## src/rtl/dm_arb_if.sv

```systemverilog
// Bundle of the two requester ports and the data-memory access port served by dm_arb.
// The slave modport is the arbiter's view; the master modport is the view of the
// environment that drives the requesters and provides the memory.
interface dm_arb_if #(
    parameter int AW = 7,
    parameter int DW = 32
);
    // port 0 (CPU load/store stage)
    logic          p0_req;
    logic          p0_we;
    logic [AW-1:0] p0_addr;
    logic [DW-1:0] p0_wdata;
    logic          p0_gnt;
    logic          p0_ack;
    logic [DW-1:0] p0_rdata;

    // port 1 (loader/debug port)
    logic          p1_req;
    logic          p1_we;
    logic [AW-1:0] p1_addr;
    logic [DW-1:0] p1_wdata;
    logic          p1_gnt;
    logic          p1_ack;
    logic [DW-1:0] p1_rdata;

    // data memory side
    logic [AW-1:0] m_addr;
    logic          m_rd;
    logic          m_wr;
    logic [DW-1:0] m_wdata;
    logic [DW-1:0] m_rdata;

    logic          busy;

    modport slave (
        input  p0_req, p0_we, p0_addr, p0_wdata,
        output p0_gnt, p0_ack, p0_rdata,
        input  p1_req, p1_we, p1_addr, p1_wdata,
        output p1_gnt, p1_ack, p1_rdata,
        output m_addr, m_rd, m_wr, m_wdata,
        input  m_rdata,
        output busy
    );

    modport master (
        output p0_req, p0_we, p0_addr, p0_wdata,
        input  p0_gnt, p0_ack, p0_rdata,
        output p1_req, p1_we, p1_addr, p1_wdata,
        input  p1_gnt, p1_ack, p1_rdata,
        input  m_addr, m_rd, m_wr, m_wdata,
        output m_rdata,
        input  busy
    );
endinterface

```

## src/rtl/dm_arb.sv

```systemverilog
// Two-port round-robin arbiter/sequencer for the single data-memory port.
// Each access is IDLE -> ACCESS (one cycle, strobe + gnt) -> DONE (one cycle, ack).
// From DONE the other port can be served directly, so alternating ports get one
// access every two cycles; the port just acknowledged is ignored in DONE so a
// requester that drops req on ack is never served twice.
module dm_arb #(
    parameter int AW = 7,
    parameter int DW = 32
) (
    input  logic    clk,
    input  logic    reset,
    dm_arb_if.slave bus
);

    typedef enum logic [1:0] {
        ST_IDLE   = 2'd0,
        ST_ACCESS = 2'd1,
        ST_DONE   = 2'd2
    } state_t;

    state_t        state_r, state_s;
    logic          last_r, last_s;     // port served most recently
    logic          sel_r, sel_s;       // port owning the current access
    logic [AW-1:0] addr_r, addr_s;
    logic [DW-1:0] wdata_r, wdata_s;
    logic          rd_r, rd_s;
    logic          wr_r, wr_s;
    logic [1:0]    gnt_r, gnt_s;
    logic [1:0]    ack_r, ack_s;
    logic [DW-1:0] rdata0_r, rdata0_s;
    logic [DW-1:0] rdata1_r, rdata1_s;
    logic          busy_r, busy_s;

    logic [1:0]    elig_s;             // ports eligible to be served this cycle
    logic          pick_s;             // winning port among the eligible ones
    logic          pick_we_s;

    assign bus.m_addr   = addr_r;
    assign bus.m_wdata  = wdata_r;
    assign bus.m_rd     = rd_r;
    assign bus.m_wr     = wr_r;
    assign bus.p0_gnt   = gnt_r[0];
    assign bus.p1_gnt   = gnt_r[1];
    assign bus.p0_ack   = ack_r[0];
    assign bus.p1_ack   = ack_r[1];
    assign bus.p0_rdata = rdata0_r;
    assign bus.p1_rdata = rdata1_r;
    assign bus.busy     = busy_r;

    // Next-state and next-output computation; every output is registered below.
    always_comb begin
        state_s   = state_r;
        last_s    = last_r;
        sel_s     = sel_r;
        addr_s    = addr_r;
        wdata_s   = wdata_r;
        rd_s      = 1'b0;
        wr_s      = 1'b0;
        gnt_s     = 2'b00;
        ack_s     = 2'b00;
        rdata0_s  = rdata0_r;
        rdata1_s  = rdata1_r;

        case (state_r)
            ST_IDLE: elig_s = {bus.p1_req, bus.p0_req};
            ST_DONE: elig_s = {bus.p1_req & ~sel_r, bus.p0_req & sel_r};
            default: elig_s = 2'b00;
        endcase

        if (elig_s == 2'b11) begin
            pick_s = ~last_r;
        end else begin
            pick_s = elig_s[1];
        end
        pick_we_s = pick_s ? bus.p1_we : bus.p0_we;

        case (state_r)
            ST_IDLE, ST_DONE: begin
                if (elig_s != 2'b00) begin
                    addr_s  = pick_s ? bus.p1_addr : bus.p0_addr;
                    wdata_s = pick_s ? bus.p1_wdata : bus.p0_wdata;
                    wr_s    = pick_we_s;
                    rd_s    = ~pick_we_s;
                    gnt_s   = pick_s ? 2'b10 : 2'b01;
                    last_s  = pick_s;
                    sel_s   = pick_s;
                    state_s = ST_ACCESS;
                end else begin
                    state_s = ST_IDLE;
                end
            end
            ST_ACCESS: begin
                // memory read data is valid during ACCESS; capture it for the owner
                if (rd_r) begin
                    if (sel_r) begin
                        rdata1_s = bus.m_rdata;
                    end else begin
                        rdata0_s = bus.m_rdata;
                    end
                end else begin
                    rdata0_s = rdata0_r;
                end
                ack_s   = sel_r ? 2'b10 : 2'b01;
                state_s = ST_DONE;
            end
            default: begin
                state_s = ST_IDLE;
            end
        endcase

        busy_s = (state_s != ST_IDLE);
    end

    // State and output registers with synchronous reset.
    always_ff @(posedge clk) begin
        if (reset) begin
            state_r  <= ST_IDLE;
            last_r   <= 1'b1;
            sel_r    <= 1'b0;
            addr_r   <= {AW{1'b0}};
            wdata_r  <= {DW{1'b0}};
            rd_r     <= 1'b0;
            wr_r     <= 1'b0;
            gnt_r    <= 2'b00;
            ack_r    <= 2'b00;
            rdata0_r <= {DW{1'b0}};
            rdata1_r <= {DW{1'b0}};
            busy_r   <= 1'b0;
        end else begin
            state_r  <= state_s;
            last_r   <= last_s;
            sel_r    <= sel_s;
            addr_r   <= addr_s;
            wdata_r  <= wdata_s;
            rd_r     <= rd_s;
            wr_r     <= wr_s;
            gnt_r    <= gnt_s;
            ack_r    <= ack_s;
            rdata0_r <= rdata0_s;
            rdata1_r <= rdata1_s;
            busy_r   <= busy_s;
        end
    end

endmodule
```

## src/flat_wrapper.sv

```systemverilog
// flat-port wrapper written by rule: the top's interface ports become plain ports
module dm_arb_flat 
#(
    parameter int AW = 7,
    parameter int DW = 32
)
  (clk, reset, bus_p0_req, bus_p0_we, bus_p0_addr, bus_p0_wdata, bus_p0_gnt, bus_p0_ack, bus_p0_rdata, bus_p1_req, bus_p1_we, bus_p1_addr, bus_p1_wdata, bus_p1_gnt, bus_p1_ack, bus_p1_rdata, bus_m_addr, bus_m_rd, bus_m_wr, bus_m_wdata, bus_m_rdata, bus_busy);
  dm_arb_if #(.AW(AW), .DW(DW)) bus_i ();
  input  logic clk;
  input  logic reset;
  input wire logic [$bits(bus_i.p0_req)-1:0] bus_p0_req;
  input wire logic [$bits(bus_i.p0_we)-1:0] bus_p0_we;
  input wire logic [$bits(bus_i.p0_addr)-1:0] bus_p0_addr;
  input wire logic [$bits(bus_i.p0_wdata)-1:0] bus_p0_wdata;
  output wire logic [$bits(bus_i.p0_gnt)-1:0] bus_p0_gnt;
  output wire logic [$bits(bus_i.p0_ack)-1:0] bus_p0_ack;
  output wire logic [$bits(bus_i.p0_rdata)-1:0] bus_p0_rdata;
  input wire logic [$bits(bus_i.p1_req)-1:0] bus_p1_req;
  input wire logic [$bits(bus_i.p1_we)-1:0] bus_p1_we;
  input wire logic [$bits(bus_i.p1_addr)-1:0] bus_p1_addr;
  input wire logic [$bits(bus_i.p1_wdata)-1:0] bus_p1_wdata;
  output wire logic [$bits(bus_i.p1_gnt)-1:0] bus_p1_gnt;
  output wire logic [$bits(bus_i.p1_ack)-1:0] bus_p1_ack;
  output wire logic [$bits(bus_i.p1_rdata)-1:0] bus_p1_rdata;
  output wire logic [$bits(bus_i.m_addr)-1:0] bus_m_addr;
  output wire logic [$bits(bus_i.m_rd)-1:0] bus_m_rd;
  output wire logic [$bits(bus_i.m_wr)-1:0] bus_m_wr;
  output wire logic [$bits(bus_i.m_wdata)-1:0] bus_m_wdata;
  input wire logic [$bits(bus_i.m_rdata)-1:0] bus_m_rdata;
  output wire logic [$bits(bus_i.busy)-1:0] bus_busy;
  assign bus_i.p0_req = bus_p0_req;
  assign bus_i.p0_we = bus_p0_we;
  assign bus_i.p0_addr = bus_p0_addr;
  assign bus_i.p0_wdata = bus_p0_wdata;
  assign bus_p0_gnt = bus_i.p0_gnt;
  assign bus_p0_ack = bus_i.p0_ack;
  assign bus_p0_rdata = bus_i.p0_rdata;
  assign bus_i.p1_req = bus_p1_req;
  assign bus_i.p1_we = bus_p1_we;
  assign bus_i.p1_addr = bus_p1_addr;
  assign bus_i.p1_wdata = bus_p1_wdata;
  assign bus_p1_gnt = bus_i.p1_gnt;
  assign bus_p1_ack = bus_i.p1_ack;
  assign bus_p1_rdata = bus_i.p1_rdata;
  assign bus_m_addr = bus_i.m_addr;
  assign bus_m_rd = bus_i.m_rd;
  assign bus_m_wr = bus_i.m_wr;
  assign bus_m_wdata = bus_i.m_wdata;
  assign bus_i.m_rdata = bus_m_rdata;
  assign bus_busy = bus_i.busy;
  dm_arb #(.AW(AW), .DW(DW)) u_core (.clk(clk), .reset(reset), .bus(bus_i));
endmodule
```

## config.mk

```make
export PLATFORM = sky130hd
export DESIGN_NAME = dm_arb_flat
export DESIGN_NICKNAME = d
export VERILOG_FILES = /design/src/rtl/dm_arb_if.sv /design/src/rtl/dm_arb.sv /design/src/flat_wrapper.sv
export SDC_FILE = /design/constraint.sdc
export NUM_CORES = 1
export LEC_CHECK = 0
export CAP_MARGIN = 20
export CORE_ASPECT_RATIO = 2
export CORE_MARGIN = 5
export CORE_UTILIZATION = 40
export DETAILED_ROUTE_END_ITERATION = 16
export GPL_TIMING_DRIVEN = 0
export PLACE_DENSITY = 0.81
export SLEW_MARGIN = 20
export SYNTH_ARGS = -nofsm -noshare
export SYNTH_HDL_FRONTEND = slang
export SYNTH_SLANG_ARGS = --single-unit
export TNS_END_PERCENT = 20
```

## constraint.sdc

```tcl
create_clock -name clk -period 1.84 [get_ports clk]
set_input_delay 0.368 -clock clk [delete_from_list [all_inputs] [get_ports clk]]
set_output_delay 0.368 -clock clk [all_outputs]
set_load 0.02 [all_outputs]
```

==> results.md, run 1 <==
- Status: finished, final reports clean
- Setup CP Type: input port to flip-flop
- Later-pin clock latency in the skew report: around 400 ps
- Asr flop ratio synth: 0%
- RSZ-0062 raised after global routing: true
- Cells after Synth: between 400 and 500
- Largest net degree at the start of global routing: 17
- EDFF count, synth: 0
- Rows: 54
- Port bufs: 224
- Max Freq: approximately 550 MHz
- Setup TNS: 0 ps
- CTS sink cnt: 114
- Min Tclk post-route: between 1500 and 2000 ps
- First-pass detailed-route iteration total: 4
- Ys flop type: dfxtp_1
- Cells after DPL: 816
- Grt met2 use: approximately two fifths
- Routing usage on met3: under 10%
- Post-Syn Nets: roughly 570
- Initial Utilization: between 40% and 50%
- Hold buffer count at CTS: 0
- Final HPWL DP: about 11 mm
- DP Area: about 7000 µm²
- Antenna cells: 0
- Netlist cell types: 23
- Total grt overflow: 0
- Finish-stage setup viols: 0
- WP data required: ~2100 ps
- Max transition margin: between 60% and 70%
- Static leakage: around 0.0027 µW
- Area of the multi-input gates: 1949 µm²
- GR peak layer: met2
- Core footprint: ~11000 µm²
- DR iter-0 viols: around 100
- Most frequent CP cell: buf_4
- Worst Setup End Kind: flip-flop
- Drt drc: 0
- Gpl congestion: 0.7596
- Final #Nets: roughly 810
- H-tree Lvls: 4
- Cell area after layout: roughly 7500 µm²
- Post-route ant nets: 0
- Period utilization: 99.06%
- Num ports: between 200 and 250
- #FFs+latches synth: ~110
- Clock transition at the registers of the reported paths: ~50 ps
- Slowest CP cell: clkdlybuf4s50_1
- Max stage delay on crit path: between 400 and 500 ps
- Vias per cell: 4.913
- Commonest non-fill, non-tap cells in the layout: clkdlybuf4s50_1 (222), nand2_1 (131), dfxtp_1 (114)
- Filler Cell Count: between 800 and 900
- Number of global-route vias before repair: 4531
- HP Class: flip-flop to flip-flop
- Routed len/inst: about 17 µm
- Pins over their slew limit: 0
- Die height: 158.6 µm
- Cts bufs inserted: 17
- CP startpoint kind: input port
- Die width: between 80 and 90 µm
- Post-synthesis cell area: 4418 µm²
- CTS Root Cell: clkbuf_16
- Initial antenna violation count: 0
- Seq/Total Area, Yosys: about half
- Worst VDD drop: just over 700 µV
- Syn avg cell area: 9.774 µm²
- Synth Warn #: 0
- Most common cell after layout, fill and taps aside: clkdlybuf4s50_1
- Power per cell area: roughly 950 nW/µm²
- Final setup skew: a little over 7 ps
- Worst-Margin Slew: roughly 520 ps
- Post-route insts no fill: 847
- Max Cap Viol: 0
- Total die area: between 10000 and 15000 µm²
- Total Routing Usage GR: 21.29%
- Total wire length: approximately 15 mm
- Max Buffers Root-to-Sink: 2
- Proportion of layout cells with a drive suffix above 1: 12.87%
- Area Growth Syn to Fin: 70.52%
- CP max FO: 10
- FF+latch area: roughly 2300 µm²
- Cell chain of the critical path: clkdlybuf4s50_1, a21bo_1, a311oi_1, buf_4, buf_4, mux2i_1, o2bb2ai_2
- Fin. Hold Viols: 0
- Global-route wire length before repair: ~22 mm
- Critical Path AT: 2120 ps
- CTS tree: done
- Global routing usage on met1: a little under a fifth
- Via Count: about 4200
layout make-up:
class                      count  area share (%)
buffer                        35           2.890
multi-input combinational    297           25.88
clock buffer                  23           6.743
sequential                   114           30.29
clock inverter                 5           1.329
tap                          140           2.325
timing repair buffer         227           30.24
inverter                       6          0.2990
cells by family after synthesis:
| logic type | share of synthesized area (%) |
|---|---|
| buffers and inverters | 4.956 |
| AND/OR/NAND/NOR | 13.23 |
| AO/OA/AOI/OAI | 21.10 |
| multiplexers | 9.062 |
| flip-flops | 51.66 |
final timing paths:
kind / startpoint / endpoint / slack, ps / cells past startpoint
worst min register to register: u_core.bus.p1_rdata[12] / u_core.bus.p1_rdata[12] / 450 / 2
worst max register to register: u_core.state_r[1] / u_core.bus.m_wdata[11] / 110 / 6
worst max-delay path: bus_p1_req / u_core.bus.m_wdata[11] / 20 / 7
worst min-delay path: u_core.bus.p1_rdata[12] / u_core.bus.p1_rdata[12] / 450 / 2
power breakdown:
group          leakage, µW  internal, µW  switching [µW]
clock network     0.000303          2310            1070
registers         0.000929          2590            88.3
logic              0.00149           606             513
stage by stage:
| step | hold WS (ps) | worst slack [ps] | total power (µW) | util [%] |
|---|---|---|---|---|
| CTS | 456.2 | -6.342 | 7221 | 68.78 |
| global placement | 442.3 | -527.4 | 3791 | 62.84 |
| global route | 471.9 | -32.28 | 7407 | 69.25 |
| finish | 452.8 | 17.39 | 7179 | 69.25 |
| detailed placement | 446.9 | -560.8 | 3813 | 62.84 |
| floorplan | 440.4 | 204.6 | 3223 | - |
sequential cells by signal, indices dropped and copies added, names as in the netlist, 2 cells and up:
signal	flops
u_core.gnt_r	2
u_core.state_r	2
u_core.bus.p1_rdata	32
u_core.bus.m_wdata	32
u_core.bus.p0_rdata	32
u_core.ack_r	2
u_core.bus.m_addr	7
what timing repair did:
item / in CTS / in global routing
pin swaps: 0 / 0
setup buffers: 0 / 3
hold endpoints to repair: 0 / 0
setup endpoints to repair: 13 / 51
gates resized for setup: 9 / 12
per-layer routing:
metal | routed length [µm] | share of wire [%]
met2 | 7863 | 54
met4 | 535 | 3.7
met3 | 1460 | 10
met5 | 0 | 0
met1 | 4757 | 33
Yosys cell counts, drive strengths merged (2+ instances only):
cell | instances | area share [%]
inv | 6 | 0.51
mux2i | 40 | 9.1
nor2 | 8 | 0.68
dfxtp | 114 | 52
clkbuf | 22 | 2.0
or2 | 2 | 0.28
buf | 13 | 2.5
nor2b | 4 | 0.57
a21oi | 65 | 7.4
nand2b | 2 | 0.28
nand2 | 131 | 11
o2bb2ai | 39 | 13
worst max-delay path, delay by kind of cell:
| family | cells | cell delay [ps] |
|---|---|---|
| mux | 1 | 280 |
| compound gates | 3 | 530 |
| buf+inv | 3 | 940 |
Power figures use the tool's default switching activity.
==> run 2: changes to the inputs <==
Settings changed: CORE_ASPECT_RATIO 2 to 0.6.
==> results.md, run 2 (synthesized netlist as in run 1, its figures left out) <==
- Status: finished, final reports clean
- Final #Nets: 815 (+0.12%)
- Largest net degree at the start of global routing: 17 (unchanged)
- Slowest CP cell: clkdlybuf4s50_1
- Clock transition at the registers of the reported paths: 50 ps (about the same)
- Static leakage: 0.002719 µW (-0.19%)
- Area Growth Syn to Fin: 72.25%
- Max Buffers Root-to-Sink: 2 (unchanged)
- Cells after DPL: 815 (-0.12%)
- Die width: 145.7 µm (+73%)
- CP startpoint kind: input port
- Total wire length: 14.42 mm (-1.4%)
- Gpl congestion: 0.8616 (+13%)
- Critical Path AT: 2120 ps (about the same)
- Initial Utilization: 41.41% (+0.80 points)
- DR iter-0 viols: 164 (+59%)
- Max Cap Viol: 0 (unchanged)
- Cts bufs inserted: 17 (unchanged)
- Fin. Hold Viols: 0 (unchanged)
- Routed len/inst: 16.94 µm (-1.8%)
- Later-pin clock latency in the skew report: 400 ps (about the same)
- Final setup skew: 7.473 ps (+0.4020 ps)
- CP max FO: 10 (unchanged)
- Worst Setup End Kind: flip-flop
- Min Tclk post-route: 1834 ps (+11.24 ps)
- Initial antenna violation count: 0 (unchanged)
- Total die area: 13320 µm² (-0.44%)
- Setup CP Type: input port to flip-flop
- Total Routing Usage GR: 21.13% (-0.17 points)
- Worst-Margin Slew: 536.0 ps (+16.46 ps)
- Final Power: 7270 µW (+1.3%)
- Commonest non-fill, non-tap cells in the layout: clkdlybuf4s50_1 (224), nand2_1 (131), dfxtp_1 (114)
- Cell chain of the critical path: clkdlybuf4s50_1, a21bo_1, a311oi_2, buf_6, buf_6, mux2i_1, o2bb2ai_2
- Post-route insts no fill: 851 (+0.47%)
- Post-route ant nets: 0 (unchanged)
- Die height: 91.41 µm (-42%)
- Antenna cells: 0 (unchanged)
- Vias per cell: 4.892 (-0.42%)
- FF+latch area: 2282 µm² (unchanged)
- WP data required: 2120 ps (about the same)
- Area of the multi-input gates: 1978 µm² (+1.5%)
- RSZ-0062 raised after global routing: true
- H-tree Lvls: 4 (unchanged)
- WP buf/inv: 3 (unchanged)
- First-pass detailed-route iteration total: 4 (unchanged)
- Final HPWL DP: 11.17 mm (-1.7%)
- CTS tree: done
- Most common cell after layout, fill and taps aside: clkdlybuf4s50_1
- Rows: 29 (-46%)
- Max stage delay on crit path: 500 ps (+30 ps)
- Power per cell area: 955.3 nW/µm² (+0.25%)
- Num ports: 226 (unchanged)
- Drt drc: 0 (unchanged)
- Total grt overflow: 0 (unchanged)
- HP Class: flip-flop to flip-flop
- CTS Root Cell: clkbuf_16
- Worst VDD drop: 868.9 µV (+22%)
- Proportion of layout cells with a drive suffix above 1: 14.19% (+1.3 points)
- Global-route wire length before repair: 22.90 mm (+2.7%)
- Finish-stage setup viols: 0 (unchanged)
- Filler Cell Count: 779 (-8.0%)
- Max transition margin: 64.27% (-1.1 points)
- Via Count: 4163 (+0.048%)
- Number of global-route vias before repair: 4408 (-2.7%)
- Period utilization: 99.67% (+0.61 points)
- Most frequent CP cell: buf_6
- Max Freq: 545.3 MHz (-0.61%)
- Pins over their slew limit: 0 (unchanged)
- Core footprint: 10670 µm² (-1.9%)
- Crit-path leading delay family: buffers and inverters
- CTS sink cnt: 114 (unchanged)
- Port bufs: 224 (unchanged)
## run 2: cell types whose count changed in the layout (fill, tap and decap cells not counted), sizes merged, moves of 2 or more
cell           before  now
buf                17   19
clkbuf             44   39
clkdlybuf4s50     222  224
clkinv              2    5
clkinvlp            0    3
## run 2: worst reg2reg max path: stages (launching register included)
cell	delay, ps
dfxtp_1	400
nand3b_1	190
or2_2	130
clkbuf_1	200
buf_1	400
nand2_1	140
a21oi_1	180
## run 2: worst paths after layout
check	end	slack, ps	startpoint	cells after the start
worst max-delay path	u_core.bus.m_wdata[6]	6	bus_p1_req	7
worst min-delay path	u_core.bus.p0_rdata[26]	450	u_core.bus.p0_rdata[26]	2
worst max register to register	u_core.bus.p1_rdata[12]	140	u_core.state_r[1]	6
worst min register to register	u_core.bus.p0_rdata[26]	450	u_core.bus.p0_rdata[26]	2
## run 2: layer usage
layer  up-vias  track usage (%)  wire length (µm)
met3        21            7.711               984
met4         0            7.065               269
met1      1958            25.84              6231
met5         -                0                 0
li1       2048                -                 -
met2       136            34.73              6933
## run 2: repair_timing
action,in CTS,in global routing
setup endpoints to repair,16,56
buffers inserted,0,4
endpoints found under the hold margin,0,0
gates resized for setup,8,24
pin swaps,0,1
hold buffers,0,0
cloned,0,0
## run 2: power by group
| part | switching, µW | internal, µW |
|---|---|---|
| clock network | 1150 | 2300 |
| logic | 517 | 626 |
| registers | 85.1 | 2590 |
## run 2: area by class of cell
class | count | area share (%)
Tap cell | 139 | 2.285
Clock buffer | 19 | 5.820
Buffer | 35 | 3.173
Sequential cell | 114 | 29.99
Multi-Input combinational cell | 297 | 25.99
Timing Repair Buffer | 228 | 30.02
Clock inverter | 13 | 2.417
Inverter | 6 | 0.2960
## run 2: through the flow
step | utilization, % | TNS, ps | hold slack [ps] | setup WS, ps | cell area (µm²)
after floorplan | - | 0 | 440.4 | 204.6 | 4418
after global placement | 64.06 | -15230 | 441.6 | -430.3 | 6834
after detailed placement | 64.06 | -17420 | 445.3 | -486.0 | 6834
after CTS | 70.22 | -5.831 | 454.9 | -5.119 | 7491
after global routing | 71.33 | -256.9 | 478.1 | -36.61 | 7610
final | 71.33 | 0 | 453.1 | 6.144 | 7610
==> run 3: changes to the inputs <==
Settings changed: ABC_AREA from default to 0.
==> results of run 3 <==
Same layout as run 2: the final DEF is identical, and so are final timing and power.
